### src/rtl/aes_frame_loader.sv
// Byte-stream loader for the AES core: collects header, plaintext and key into
// shadow registers, publishes them atomically on the last key byte, then launches.
module aes_frame_loader (
    input  logic         clk,
    input  logic         rst,
    input  logic [7:0]   byte_in,
    input  logic         byte_valid,
    output logic         byte_ready,
    input  logic         clr,
    input  logic         core_done,
    output logic [127:0] in_block,
    output logic [255:0] key,
    output logic [1:0]   mode,
    output logic         start,
    output logic         frame_err
);

    typedef enum logic [2:0] {IDLE, PT, KEY, LAUNCH, WAIT} state_t;

    localparam logic [127:0] PT_RST  = 128'h00112233445566778899aabbccddeeff;
    localparam logic [255:0] KEY_RST =
        256'h000102030405060708090a0b0c0d0e0f101112131415161718191a1b1c1d1e1f;

    state_t         state;
    logic [4:0]     cnt;
    logic [1:0]     sh_mode;
    logic [127:0]   sh_pt;
    logic [255:0]   sh_key;
    logic [4:0]     key_last;
    logic           accept;
    logic [127:0]   pt_merged;
    logic [255:0]   key_merged;

    assign accept = byte_valid & byte_ready;

    // Shadows are zeroed at the start of their field, so OR-ing the shifted byte
    // into place is enough to build the MSB-first image.
    assign pt_merged  = sh_pt  | ({byte_in, 120'b0} >> {cnt[3:0], 3'b000});
    assign key_merged = sh_key | ({byte_in, 248'b0} >> {cnt, 3'b000});

    always_comb begin
        key_last = 5'd31;
        case (sh_mode)
            2'd0:    key_last = 5'd15;
            2'd1:    key_last = 5'd23;
            default: key_last = 5'd31;
        endcase
    end

    always_ff @(posedge clk or negedge rst) begin
        if (!rst) begin
            state      <= IDLE;
            cnt        <= '0;
            sh_mode    <= '0;
            sh_pt      <= '0;
            sh_key     <= '0;
            in_block   <= PT_RST;
            key        <= KEY_RST;
            mode       <= 2'd2;
            byte_ready <= 1'b1;
            start      <= 1'b0;
            frame_err  <= 1'b0;
        end else begin
            start     <= 1'b0;
            frame_err <= 1'b0;
            case (state)
                IDLE: begin
                    if (clr) begin
                        cnt <= '0;
                    end else if (accept) begin
                        if (byte_in[1:0] == 2'd3) begin
                            frame_err <= 1'b1;
                        end else begin
                            sh_mode <= byte_in[1:0];
                            sh_pt   <= '0;
                            cnt     <= '0;
                            state   <= PT;
                        end
                    end
                end
                PT: begin
                    if (clr) begin
                        cnt   <= '0;
                        state <= IDLE;
                    end else if (accept) begin
                        sh_pt <= pt_merged;
                        if (cnt == 5'd15) begin
                            cnt    <= '0;
                            sh_key <= '0;
                            state  <= KEY;
                        end else begin
                            cnt <= cnt + 5'd1;
                        end
                    end
                end
                KEY: begin
                    if (clr) begin
                        cnt   <= '0;
                        state <= IDLE;
                    end else if (accept) begin
                        sh_key <= key_merged;
                        if (cnt == key_last) begin
                            // Publish including the byte accepted on this edge.
                            in_block   <= sh_pt;
                            key        <= key_merged;
                            mode       <= sh_mode;
                            start      <= 1'b1;
                            byte_ready <= 1'b0;
                            cnt        <= '0;
                            state      <= LAUNCH;
                        end else begin
                            cnt <= cnt + 5'd1;
                        end
                    end
                end
                LAUNCH: state <= WAIT;
                WAIT: begin
                    if (core_done) begin
                        byte_ready <= 1'b1;
                        state      <= IDLE;
                    end
                end
                default: begin
                    byte_ready <= 1'b1;
                    state      <= IDLE;
                end
            endcase
        end
    end

endmodule

### config.mk
export PLATFORM = sky130hd
export DESIGN_NAME = aes_frame_loader
export DESIGN_NICKNAME = d
export VERILOG_FILES = /design/src/rtl/aes_frame_loader.sv
export SDC_FILE = /design/constraint.sdc
export NUM_CORES = 1
export LEC_CHECK = 0
export ABC_CLOCK_PERIOD_IN_PS = 2550
export CORE_UTILIZATION = 50
export CTS_CLUSTER_DIAMETER = 40
export DETAILED_ROUTE_END_ITERATION = 12
export PLACE_DENSITY = 0.74
export SLEW_MARGIN = 20
export SYNTH_ARGS = -nofsm -noshare
export SYNTH_HDL_FRONTEND = slang
export SYNTH_SLANG_ARGS = --single-unit
### constraint.sdc
create_clock -name clk -period 2.55 [get_ports clk]
set_input_delay 0.51 -clock clk [delete_from_list [all_inputs] [get_ports clk]]
set_output_delay 0.51 -clock clk [all_outputs]
set_load 0.1 [all_outputs]
Yosys cells after proc, flatten, opt, wreduce, memory -nomap -nowiden --
Index checks and enable logic that the tools add are counted.
Word-level totals: register bits 783, word-level logic and storage cells 104, input port bits 13, output and inout bits 389
Cells by class: mux-type cells 47, $add $sub $neg 1, equal/unequal tests 24, bitwise gates (word level) 6, shift operators 2, reductions and logical operators 13
Operator list (number):
- $mux 256 | 5
- $mux 128 | 5
- $pmux 256 s2 | 1
- $or 256x256->256 | 1
- $pmux 128 s2 | 1
- $shr 256x8->256 | 1
- $or 128x128->128 | 1
- $shr 128x7->128 | 1
- $mux 5 | 9
- $mux 3 | 10
- $ne 2x2->1 const B | 10
- $ne 3x3->1 const B | 6
- $pmux 3 s5 | 1
- $pmux 5 s3 | 1
- $mux 1 | 12
- $reduce_and 6->1 | 2
- $pmux 5 s2 | 1
- $reduce_and 5->1 | 2
- $reduce_and 4->1 | 2
- $reduce_and 8->1 | 1
- $eq 3x2->1 const B | 2
- $add 5x1->5 const B | 1
- $eq 5x4->1 const B | 1
- $eq 5x5->1 | 1
- 12 further kinds | 15

Longest topological paths before layout --
Gate-level depths: netlist of run 1.
depth after elaboration 7, gate-level depth with buffers 10, gate-level depth less buffers 8

Least setup slack after synthesis of run 1 --
No wires, ideal clock.
path type register to register, start point register byte_ready, end point register in_block[102], clock period less this slack 2.883 ns, arrival 2.757 ns, slack -0.333 ns, setup time 0.125 ns, required time 2.425 ns, stages on the path, launching flop included 10, cell sequence dfstp_2 nand2_1 or3_1 buf_2 or3_1 buf_2 buf_6 buf_12 buf_8 mux2_4
Between the ends: word-level cells in the longest chain between the ends 2
RTL lines:
- start: declaration | RTL line 8 | output logic byte_ready,
- start signal: assignment | RTL line 60 | byte_ready <= 1'b1;
- start signal: assignment | RTL line 108 | byte_ready <= 1'b0;
- start signal: assignment | RTL line 119 | byte_ready <= 1'b1;
- $and 1x1->1 | RTL line 34 | assign accept = byte_valid & byte_ready;
- $reduce_and 4->1 (no line)
- end signal: assignment | RTL line 104 | in_block <= sh_pt;
- end: declaration | RTL line 11 | output logic [127:0] in_block,
No other way between the ends. A chain may end at the register's enable or synchronous reset.

Worst setup path in the final report of run 1 --
start point register state[2], end point register key[138]
Between the ends: word-level cells in the longest chain between the ends 2
RTL lines:
- start: declaration | RTL line 24 | state_t state;
- start signal: assignment | RTL line 52 | state <= IDLE;
- start signal: assignment | RTL line 77 | state <= PT;
- start signal: assignment | RTL line 84 | state <= IDLE;
- $eq 3x2->1 | RTL line 66 | case (state)
- $reduce_and 4->1 (no line)
- end signal: assignment | RTL line 105 | key <= key_merged;
- end: declaration | RTL line 12 | output logic [255:0] key,
No other way between the ends.

==> results of run 1 <==
==> worst reg2reg max path: cells and delay by family, from the launching register on <==
kind | cells | cell delay [ns]
simple gates | 3 | 1.21
buf+inv | 2 | 0.45
flops | 1 | 0.37
compound gates | 1 | 0.29
==> state kept, by name, summed over array words and instances, names as in the netlist <==
| name | flops |
|---|---|
| frame_err | 1 |
| mode | 2 |
| cnt | 5 |
| state | 3 |
| key | 256 |
| sh_key | 256 |
| sh_pt | 128 |
| in_block | 128 |
| sh_mode | 2 |
| start | 1 |
| byte_ready | 1 |
==> final cells by class <==
cell class / instances / share of cell area (%)
clock buffers: 126 / 6.94
multi-input cells: 1432 / 25.9
flip-flops and latches: 783 / 50.5
clock inverters: 63 / 2.01
diodes: 2 / 0.0128
repair buffers: 543 / 11.9
inverters: 5 / 0.0479
well taps: 837 / 2.67
==> stage by stage <==
step / hold slack [ns] / total power, uW / setup TNS (ns) / setup WS, ns
after CTS: 0.404 / 27800 / 0 / 0.152
after global routing: 0.434 / 28400 / 0 / 0.0835
after global placement: 0.465 / 13300 / -60.36 / -0.235
final: 0.418 / 27600 / 0 / 0.138
after detailed placement: 0.474 / 13300 / -64.05 / -0.236
after floorplan: 0.214 / 12800 / -11.67 / -0.112
==> power breakdown <==
part,switching [uW],total (uW),internal (uW)
clock network,5800,14600,8770
registers,25.5,12500,12500
logic,424,570,147
==> final timing paths <==
| kind | endpoint | slack (ns) |
|---|---|---|
| max | key[138] | 0.14 |
| min | in_block[98] | 0.42 |
| min reg2reg | sh_pt[50] | 0.49 |
| min in group clk | sh_pt[50] | 0.49 |
| max in group asynchronous | sh_key[220] | 1.11 |
| max reg2reg | key[138] | 0.14 |
==> cells by family after synthesis <==
| kind of cell | synth area share (%) |
|---|---|
| AOI/OAI and AO/OA | 23.6 |
| xor gates and xnor gates | 0.0282 |
| adders and majority gates | 0.121 |
| buffers and inverters | 4.09 |
| DFF | 63.6 |
| muxes | 6.26 |
| and+or+nand+nor | 2.30 |
==> layout by cell type (no fill, tap or decap), types with 3 or more instances in the layout <==
cell / instances
a21oi_1: 259
a22o_1: 321
and2_1: 35
and3_1: 9
buf_12: 45
buf_4: 485
bufinv_16: 10
clkbuf_1: 14
clkbuf_16: 100
clkbuf_8: 12
clkdlybuf4s50_1: 11
clkinv_2: 9
clkinv_4: 13
clkinvlp_4: 8
dfrtp_1: 637
dfstp_2: 145
ha_1: 3
inv_1: 5
inv_6: 11
inv_8: 8
mux2_1: 7
mux2_4: 123
nand2_1: 24
nand3_1: 4
nand3b_1: 3
nor2_1: 7
nor2b_1: 13
nor3_1: 5
nor3b_2: 3
o21ai_0: 497
o21ai_1: 16
o2bb2ai_1: 65
==> routing by layer <==
layer / track usage [%] / vias up / part of all wire (%)
li1: - / 9917 / -
met1: 41.4 / 12100 / 42
met2: 44.6 / 1193 / 47
met3: 5.34 / 166 / 7.8
met4: 10.8 / 4 / 3.0
met5: 0 / - / 0.032
==> timing repair <==
item                                    in CTS  in global routing
buffers inserted                             0                  0
resized for setup                            0                  1
endpoints found under the hold margin       37                  0
hold buffers                                 1                  0
endpoints found under the setup margin       0                  5
==> results.md, run 1 <==
- Worst Clk Skew: 0.0194 ns
- Final GP Congestion: 0.844
- Mapped Nets: 2523
- # setup viols final: 0
- Slew of the pin with the lowest slew margin: 0.939 ns
- Post-synth ARST share: 100%
- Cts bufs inserted: 100
- Drt first pass iters: 6
- Synth cell types: 49
- Vias: 23400
- CP Capture Type: flop
- Total GRT Usage: 29.1%
- Cell depth of the worst setup path: 6
- Core outline area: 61600 um2
- Fmax: 415 MHz
- Maximum fanout along the worst path: 57
- Slew margin rel.: 37.3%
- Horiz. Die Dim: 251 um
- Max-Cap Viols: 0
- Rows: 91
- Area grow syn2layout: 26.0%
- DP Area: 35700 um2
- Port bufs: 401
- Fin. max-slew vios: 0
- Crit path required time: 3.09 ns
- Initial Util: 50.5%
- Clk sinks: 783
- First-pass GRT wire length: 142000 um
- Mean area per synthesized cell: 12.4 um2
- Yosys warns: 0
- Cell taking the most area after synthesis: dfrtp_1
- Final Cell Area: 39200 um2
- # nets final: 2881
- Layout Cells excl Fill: 3791
- Avg WL per Cell: 24.4 um
- Critical R2R Launch: state[2]
- DRC Markers: 0
- DIE HEIGHT: 251 um
- Reg clk slew, reported paths: 0.05 ns
- Root buf cell: clkbuf_16
- Final HPWL DP: 57700 um
- PwrDens: 705 nW/um2
- Final antenna-violating net count: 0
- I/O pin cnt: 402
- Htree depth: 3
- Placed cell count: 3600
- Final Core Density: 63.6%
- Peak supply drop: 558 uV
- Clk buf depth: 3
- Synth top cells by count: 637 x dfrtp_1, 497 x o21ai_0, 321 x a22o_1
- Register Area: 19800 um2
- Most frequent cell after synthesis: dfrtp_1
- TritonCTS clock tree: built
- Tcrit/Tclk final: 94.6%
- Synth area leaders: dfrtp_1 51%, dfstp_2 12%, a22o_1 9.0%
- Hold Path Class: primary input to asynchronous set/reset pin
- Initial DRC Count: 2429
- Largest net degree at the start of global routing: 109
- Post-synth EDFFs: 0
- Gr ovfl total: 0
- Area of the mapped netlist: 31100 um2
- Post-Syn Instances: 2507
- R2R cell count: 6
- Die ar.: 63200 um2
- Crit-path slowest cell: or3b_1
- Worst path max stage delay: 0.45 ns
- Sequential area share after synthesis: 63.6%
- Post-Route WL: 92400 um
- Fin. Hold Viols: 0
- Critical-path cell list: or3b_1 > or3_4 > or3_4 > buf_12 > buf_12 > o21ai_0
- Status: complete, no violations
- Number of fill cells in the layout: 4473
- Crit-path leading delay family: simple AND/OR/NAND/NOR gates
- Vias in the first global route: 23300
- Primary FF master, synth: dfrtp_1
- Worst skew pair latency: 0.66 ns
- Min Tclk post-route: 2.41 ns
- CP Buf/Inv Count: 2
- Initial antenna violation count: 3
- Share of layout cells above drive strength 1: 33.7%
- Worst EP arrival: 2.96 ns
- Vias/cell: 6.16
- Footprint of the multi-input gates: 10200 um2
- Top cell type's share of synthesized area: 51.2%
- Lkg Pwr: 0.0186 uW
- Setup CP Type: flop to flop
- CP startpoint: state[2]
- RSZ-0062 raised after global routing: false
- Synth Register Bits: 783
- Startpoint types: flop
Note: power is estimated with default switching activity, not from simulation.
==> run 2, diff against run 1 <==
- CELL_PAD_IN_SITES_DETAIL_PLACEMENT: not set -> 1
- CELL_PAD_IN_SITES_GLOBAL_PLACEMENT: not set -> 2
- CORE_UTILIZATION: 50 -> 34
==> results.md, run 2 (synthesis results as in run 1) <==
- Status: complete, no violations
- Post-Route WL: 106000 um (+15%)
- Die ar.: 92700 um2 (+47%)
- Maximum fanout along the worst path: 164 (+190%)
- Cts repair resizes: 0 (unchanged)
- Final antenna diode count: 0 (-2)
- Gr ovfl total: 0 (unchanged)
- DP Area: 36500 um2 (+2.3%)
- Fin. max-slew vios: 0 (unchanged)
- Final antenna-violating net count: 0 (unchanged)
- Final HPWL DP: 68400 um (+19%)
- Setup CP Type: flop to flop
- Min Tclk post-route: 2.54 ns (+0.125 ns)
- Total GRT Usage: 22.9% (-6.1 points)
- DRC Markers: 0 (unchanged)
- Avg WL per Cell: 25.4 um (+4.2%)
- Initial Util: 34.5% (-16 points)
- Root buf cell: clkbuf_16
- Cts bufs inserted: 120 (+20%)
- CP Capture Type: flop
- Vias/cell: 5.53 (-10%)
- Power, Total: 31200 uW (+13%)
- I/O pin cnt: 402 (unchanged)
- Area grow syn2layout: 31.7%
- Rows: 110 (+21%)
- Most frequent cells in the layout: 637 x dfrtp_1, 497 x o21ai_0, 484 x buf_4
- Placed cell count: 3957 (+9.9%)
- Drt first pass iters: 7 (+1)
- Clk sinks: 783 (unchanged)
- Worst skew pair latency: 0.68 ns (+0.02 ns)
- Port bufs: 401 (unchanged)
- Layout Cells excl Fill: 4186 (+10%)
- Hold Buf Count CTS: 1 (unchanged)
- Htree depth: 3 (unchanged)
- PwrDens: 761 nW/um2 (+7.9%)
- Share of layout cells above drive strength 1: 35.2% (+1.5 points)
- Largest net degree at the start of global routing: 165 (+51%)
- Final Cell Area: 41000 um2 (+4.6%)
- Vias in the first global route: 24700 (+6.0%)
- Final GP Congestion: 0.792 (-6.2%)
- Initial antenna violation count: 3 (unchanged)
- Worst EP arrival: 3.06 ns (+0.10 ns)
- Biggest regs: key: 256 flops, sh_key: 256 flops
- Core outline area: 90300 um2 (+47%)
- Clk buf depth: 3 (unchanged)
- Commonest non-fill, non-tap cell in the layout: dfrtp_1
- Startpoint types: flop
- Initial DRC Count: 1700 (-30%)
- Peak supply drop: 501 uV (-10%)
- First-pass GRT wire length: 164000 um (+16%)
- Number of post-CTS setup repair buffers: 0 (unchanged)
- Slew of the pin with the lowest slew margin: 1.02 ns (+0.0804 ns)
- Max-Cap Viols: 0 (unchanged)
- Hold Slack: 0.400 ns (-0.0181 ns)
- Vias: 23100 (-0.97%)
- Tcrit/Tclk final: 99.5% (+4.9 points)
- DIE HEIGHT: 304 um (+21%)
- Fin. Hold Viols: 0 (unchanged)
- Final Core Density: 45.4% (-18 points)
- Horiz. Die Dim: 304 um (+21%)
- Hold Path Class: primary input to asynchronous set/reset pin
- Fmax: 394 MHz (-4.9%)
- # setup viols final: 0 (unchanged)
- RSZ-0062 raised after global routing: false
- TritonCTS clock tree: built
- # nets final: 2920 (+1.4%)
- Worst Clk Skew: 0.0295 ns (+0.0102 ns)
- Lkg Pwr: 0.0192 uW (+3.4%)
- Reg clk slew, reported paths: 0.05 ns (about the same)
- Crit path required time: 3.07 ns (-0.02 ns)
- Slew margin rel.: 31.9% (-5.4 points)
[run 2: cell count changes in the layout (fill, tap and decap cells not counted), moves of 2 or more]
cell and change:
diode_2 -2, clkbuf_16 +21, buf_12 +20, bufinv_16 +12, clkinvlp_4 +5, clkbuf_1 -7
clkinv_4 -2, clkinv_2 -2, inv_6 +13
[run 2: worst max-delay path: stages, from the launching register on]
cell and delay [ns]:
dfrtp_1 0.39, or3b_1 0.45, or3_4 0.35, buf_4 0.18, buf_12 0.18, o21ai_0 0.38, o21ai_0 0.15
[run 2: layout make-up]
| type | instances | area, um2 |
|---|---|---|
| well taps | 1176 | 1470 |
| clock inverters | 89 | 1280 |
| fillers | 9237 | 49300 |
| flip-flops and latches | 783 | 19800 |
| repair buffers | 562 | 5070 |
| inverters | 5 | 18.8 |
| multi-input cells | 1432 | 10100 |
| clock buffers | 139 | 3210 |
[run 2: report_power, final]
part | switching (uW) | internal [uW] | total [uW]
registers | 22.5 | 12500 | 12500
logic | 449 | 163 | 612
clock network | 6610 | 11500 | 18100
[run 2: stage by stage]
step	setup WS (ns)	TNS [ns]
6_report	0.0128	0
3_5_place_dp	-0.161	-19.51
2_1_floorplan	-0.112	-11.67
4_1_cts	0.135	0
3_3_place_gp	-0.0767	-11.69
5_1_grt	0.0182	0
[run 2: worst paths after layout]
| path | startpoint | slack (ns) | to | cells after the start |
|---|---|---|---|---|
| min in group clk | sh_pt[6] | 0.49 | sh_pt[6] | 1 |
| max in group asynchronous | rst | 1.13 | key[158] | 3 |
| max | state[2] | 0.01 | key[243] | 6 |
| min reg2reg | sh_pt[6] | 0.49 | sh_pt[6] | 1 |
| max reg2reg | state[2] | 0.01 | key[243] | 6 |
| min | rst | 0.40 | in_block[98] | 2 |
[run 2: per-layer routing]
layer	track usage (%)	vias up	wire length (um)
met3	3.67	127	5130
met4	5.79	2	1960
met2	36.1	653	50100
met1	33.0	12400	49000
li1	-	10000	-
met5	0	-	13
